### src/rtl/prog_updown_counter.sv
// Programmable up/down counter with wrap, saturate and one-shot modes.
// Bounds are compared unsigned in WIDTH+1 bits; STEP_W must not exceed WIDTH.
module prog_updown_counter #(
    parameter int WIDTH  = 8,
    parameter int STEP_W = 4
) (
    input  logic              clk,
    input  logic              reset,
    input  logic              en,
    input  logic              up,
    input  logic              load,
    input  logic [WIDTH-1:0]  data_in,
    input  logic [STEP_W-1:0] step,
    input  logic [WIDTH-1:0]  lo,
    input  logic [WIDTH-1:0]  hi,
    input  logic [1:0]        mode,
    input  logic              start,
    input  logic              clr_ovf,
    output logic [WIDTH-1:0]  count,
    output logic              tc,
    output logic              ovf,
    output logic              busy
);

    typedef enum logic [1:0] {
        S_IDLE = 2'b00,
        S_RUN  = 2'b01,
        S_DONE = 2'b10
    } state_t;

    localparam logic [1:0] M_SAT = 2'b01;
    localparam logic [1:0] M_ONE = 2'b10;

    state_t           state_q, state_d;
    logic [WIDTH-1:0] count_q, count_d;
    logic             tc_q, tc_d;
    logic             ovf_q, ovf_d;

    logic [WIDTH:0] cnt_x, step_x, lo_x, hi_x;
    logic [WIDTH:0] sum_x, diff_x;
    logic           up_ev, dn_ev;
    logic           active, ev;

    assign cnt_x  = {1'b0, count_q};
    assign step_x = {{(WIDTH + 1 - STEP_W){1'b0}}, step};
    assign lo_x   = {1'b0, lo};
    assign hi_x   = {1'b0, hi};
    assign sum_x  = cnt_x + step_x;
    assign diff_x = cnt_x - step_x;

    // Out-of-range count or lo > hi are compared literally.
    assign up_ev = (sum_x > hi_x);
    assign dn_ev = (cnt_x < step_x) || (diff_x < lo_x);

    assign active = en && (step != '0) &&
                    ((mode != M_ONE) || (state_q == S_RUN));
    assign ev     = !load && active && (up ? up_ev : dn_ev);

    // FSM: state register
    always_ff @(posedge clk) begin
        if (reset) state_q <= S_IDLE;
        else       state_q <= state_d;
    end

    // FSM: next state
    always_comb begin
        state_d = state_q;
        if (load || (mode != M_ONE)) begin
            state_d = S_IDLE;
        end else begin
            case (state_q)
                S_IDLE, S_DONE: if (start) state_d = S_RUN;
                S_RUN:          if (ev)    state_d = S_DONE;
                default:                   state_d = S_IDLE;
            endcase
        end
    end

    // FSM: outputs
    always_comb begin
        busy = (state_q == S_RUN);
    end

    always_comb begin
        count_d = count_q;
        tc_d    = ev;
        ovf_d   = ev ? 1'b1 : (clr_ovf ? 1'b0 : ovf_q);
        if (load) begin
            count_d = data_in;
        end else if (ev) begin
            case (mode)
                M_SAT, M_ONE: count_d = up ? hi : lo;
                default:      count_d = up ? lo : hi;
            endcase
        end else if (active) begin
            count_d = up ? sum_x[WIDTH-1:0] : diff_x[WIDTH-1:0];
        end
    end

    always_ff @(posedge clk) begin
        if (reset) begin
            count_q <= '0;
            tc_q    <= 1'b0;
            ovf_q   <= 1'b0;
        end else begin
            count_q <= count_d;
            tc_q    <= tc_d;
            ovf_q   <= ovf_d;
        end
    end

    assign count = count_q;
    assign tc    = tc_q;
    assign ovf   = ovf_q;

endmodule

### config.mk
export PLATFORM = sky130hd
export DESIGN_NAME = prog_updown_counter
export DESIGN_NICKNAME = d
export VERILOG_FILES = /design/src/rtl/prog_updown_counter.sv
export SDC_FILE = /design/constraint.sdc
export NUM_CORES = 1
export LEC_CHECK = 0
export ABC_CLOCK_PERIOD_IN_PS = 10100
export BUFFER_PORTS_ARGS = -buffer_cell sky130_fd_sc_hd__buf_2
export CAP_MARGIN = 40
export CORE_ASPECT_RATIO = 0.5
export CORE_MARGIN = 5
export CORE_UTILIZATION = 58
export DETAILED_ROUTE_END_ITERATION = 8
export PLACE_DENSITY_LB_ADDON = 0.3
export SYNTH_ARGS = -nofsm -noshare
export SYNTH_HDL_FRONTEND = slang
export SYNTH_SLANG_ARGS = --single-unit
### constraint.sdc
create_clock -name clk -period 10.1 [get_ports clk]
set_input_delay 1.515 -clock clk [delete_from_list [all_inputs] [get_ports clk]]
set_output_delay 1.515 -clock clk [all_outputs]
set_load 0.02 [all_outputs]
* Word level (Yosys, flattened, before mapping)
Index checks and enable logic that the tools add are counted. Widths: inputs -> output; s select.
Word-level totals: bits in registers 12, input bits 37, output and inout bits 11, logic and storage cells 45
Cells by class: add/subtract/negate cells 2, order comparisons 3, eq/ne operators 7, muxes and demuxes 13, reduce and logical (&&, ||, !) cells 16
Operators by type and width (number):
- $mux 8 | 7
- $add 8x4->9 | 1
- $gt 9x8->1 | 1
- $lt 9x8->1 | 1
- $sub 8x4->9 | 1
- $lt 8x4->1 | 1
- $reduce_or 2->1 | 3
- $eq 2x1->1 const B | 2
- $eq 2x2->1 const B | 2
- $logic_and 1x1->1 | 4
- $mux 2 | 2
- $ne 2x2->1 const B | 2
- $pmux 2 s2 | 1
- $reduce_bool 4->1 | 1
- $logic_or 1x1->1 | 3
- $mux 1 | 3
- $reduce_bool 3->1 | 1
- $logic_not 2->1 | 1
- $ne 2x1->1 const B | 1
- $reduce_and 2->1 | 1
- $reduce_bool 2->1 | 1
- $logic_not 1->1 | 1

* Logic depth before layout (Yosys ltp)
word-level depth 7, mapped depth 17, depth with buffers taken out 16

* Worst setup path before layout
OpenSTA, ideal clock, no wires.
path type input to register, from input step[3], to register count_q[1] (netlist: count[1]), library setup time 0.070 ns, arrival time 4.281 ns, slack 5.749 ns, stages 15, buffers on the path 2, path through inv_1 > ha_1 > buf_2 > o41ai_2 > nand2_1 > xnor2_1 > ha_1 > nand3_1 > or3_1 > o211ai_1 > nand3_1 > nand4_2 > buf_6 > mux2i_1 > o2bb2ai_1
On the way: cells in the longest elaborated chain, start to end 7, elaborated cells on any way between the ends 15, those cells by class add/sub (2); order compare (3); mux (3); reduce/logical (7)
RTL lines:
- start: declaration | RTL line 13 | input logic [STEP_W-1:0] step,
- $sub 8x4->9 / $reduce_bool 4->1 (equally long branches) | RTL line 49, 55
- $lt 9x8->1 / $logic_and 1x1->1 (equally long branches) | RTL line 53, 55
- $logic_or 1x1->1 / $logic_and 1x1->1 (equally long branches) | RTL line 53, 55
- $mux 1 / $logic_and 1x1->1 (equally long branches) | RTL line 57 | assign ev = !load && active && (up ? up_ev : dn_ev);
- $logic_and 1x1->1 | RTL line 57
- $mux 8 | RTL line 90 | end else if (ev) begin
- $mux 8 | RTL line 88 | if (load) begin
- end signal: assignment | RTL line 106 | count_q <= count_d;
- end: declaration | RTL line 35 | logic [WIDTH-1:0] count_q, count_d;
Parallel ways exist; a longest one is shown, timed or not. A chain may end at the register's enable or synchronous reset.

* Worst setup path after layout
Same ends and word-level chain as after synthesis.

==> reports/results.ini <==
[routing]
ant_nets=0
route.vias.total=1909
via_per_inst=5.98
drc_errors=0
firstDrtPassIters=5
drt_wl_total_mm=5.14
routedWlPerCell_um=16.1
drt_iter0_drc=224

[timing]
period_share_pct=47.4
drv_slew=0
rsz0062_at_grt=false
setup-violations-final=0
final.setup.tns_ns=0
tightestPinTransition_ns=0.611
clock_skew_ns=0.00114
period_needed_ns=4.78
whs_ns=0.474
slew_headroom_pct=58.9
fmax_ghz=0.209
finalHoldViolCount=0

[yosys]
synth_flop_cell=dfxtp_1
synth.area.top_cells=ha_1 16%, dfxtp_1 13%, inv_1 5.9%
synth_top_area_cell=ha_1
async_flop_share_pct=0
avgSynthCellArea_sq_um=7.72
yosys.area.top_type_share_pct=16.3
synth_cell_types=51
synth_nets=302
synthTopCellsByCount=29 x inv_1, 24 x ha_1, 23 x nand2_1, 20 x a21oi_1, 15 x nor2_1
synth_seq_cells=12
synth.cell_area_sq_um=1850
ys.warnings.count=0
synth_edf_count=0
synth_most_common_cell=inv_1
yosysSeqAreaShare_pct=13.0
syn_inst=239

[job]
timing.max_cap.violations=0

[worst_setup_path]
crit_path_end_kind=register
arrival_ns=4.96
crit_type=primary input to register
cp_max_fo=12
crit_required_ns=10.28
startpoint_type=primary input

[cts]
cts_root_buf=clkbuf_8
clk_path_buf_depth=2
clk_pin_slew_ns=0.05
cts_made_buffers=3
postCtsResizedCells=0
cts.sinks=12
clock_insertion_delay_worst_skew_ns=0.24
cts_hold_buf=0
cts_tree=done
htree_levels=1
post_cts_buffers=0

[outcome]
status=finished, final reports clean

[cells_and_area]
fillers=273
regArea_sq_um=240
multi_input_area_sq_um=1380
area_delta_synth_final_pct=12.7
diodes=0
stdcell_count=319
final_cell_area_sq_um=2080
drive_gt1_share_pct=23.7
utilization_pct=68.6
nets=343

[global_routing]
overflow=0
grt_start_max_net_pins=14
grt_pass1_wl_mm=8.24
grt_pass1_vias=1666
antenna_found_initial=0
grt_use_total_pct=23.1

[die]
boundaryPins=48
rows=14
coreArea_sq_um=3030
dieArea_sq_um=4480
die_w_um=89.8
die_h_um=49.9
start_util_pct=60.9

[pwr]
p_leak_nw=1.07
powerDensity_nw_per_um2=119
irDropWorstVdd_mv=0.0978

[placement]
gp_congestion=0.980
dp_hpwl_mm=4.28
port_buffers=47
placed_area_sq_um=2020
placed_cells=315

[worst_hold_path]
min_path_type=register to register

==> cell type report <==
type	instances	share of cell area (%)
Inverter	29	5.23
Clock buffer	4	2.65
Tap cell	40	2.41
Sequential cell	12	11.6
Multi-Input combinational cell	186	66.5
Timing Repair Buffer	48	11.7
==> critical path: stages <==
cell,delay [ns]
buf_2,0.10
inv_1,0.04
ha_1,0.41
o41ai_2,0.65
nand2_1,0.13
xnor2_1,0.16
ha_1,0.33
nand3_1,0.14
or3_1,0.35
o211ai_1,0.15
nand3_1,0.24
nand4_2,0.34
mux2i_1,0.27
o2bb2ai_1,0.13
==> cells by family (layout without fill, tap and decap cells) <==
logic type	count (synthesis)	after routing	synth area share [%]
and+or+nand+nor	75	75	20.9
AOI/OAI and AO/OA	61	61	23.7
buffers and inverters	41	81	12.1
adders and majority gates	26	26	18.4
xor gates and xnor gates	17	17	8.07
DFF	12	12	13.0
muxes	7	7	3.80
==> report_power, final <==
group          total [mW]  internal (mW)  switching (mW)
combinational       0.138         0.0562          0.0818
clock              0.0521         0.0344          0.0176
sequential         0.0584         0.0510         0.00734
total               0.248          0.142           0.107
==> path summary, 6_finish.rpt <==
kind | slack (ns) | start | endpoint | cells past startpoint
min reg2reg | 0.47 | ovf | ovf | 2
min | 0.47 | ovf | ovf | 2
max reg2reg | 6.33 | count[1] | count[1] | 14
max | 5.32 | step[3] | count[1] | 14
==> registers in the layout (all words and copies together), names as in the netlist <==
| register | flops |
|---|---|
| count | 8 |
| ovf | 1 |
| state_q | 2 |
| tc | 1 |
==> cell usage in the layout (no fill, tap or decap), types with 3 or more instances in the layout <==
cell type	instances
a21oi_1	20
nor4_1	4
nand2b_1	4
nand3_1	8
xor2_1	9
buf_2	47
o21ai_0	7
clkbuf_8	4
xnor2_1	8
nor2_1	15
a31oi_1	5
dfxtp_1	12
a211oi_1	4
nor2b_1	4
o2bb2ai_1	3
inv_1	29
ha_1	24
nor3_1	5
mux2i_1	7
nand2_1	23
==> metal layers <==
layer	GRT usage (%)	wire (um)	vias up
met3	4.26	580	7
li1	-	-	915
met5	0	0	-
met1	36.3	2490	888
met2	30.8	2010	99
met4	6.28	56	0
==> stage by stage <==
| stage | worst slack [ns] | power, mW |
|---|---|---|
| after floorplan | 5.75 | 0.159 |
| after global placement | 5.18 | 0.188 |
| after detailed placement | 5.12 | 0.194 |
| after CTS | 5.36 | 0.247 |
| after global routing | 5.04 | 0.268 |
| final | 5.32 | 0.248 |
Power figures use the tool's default switching activity.
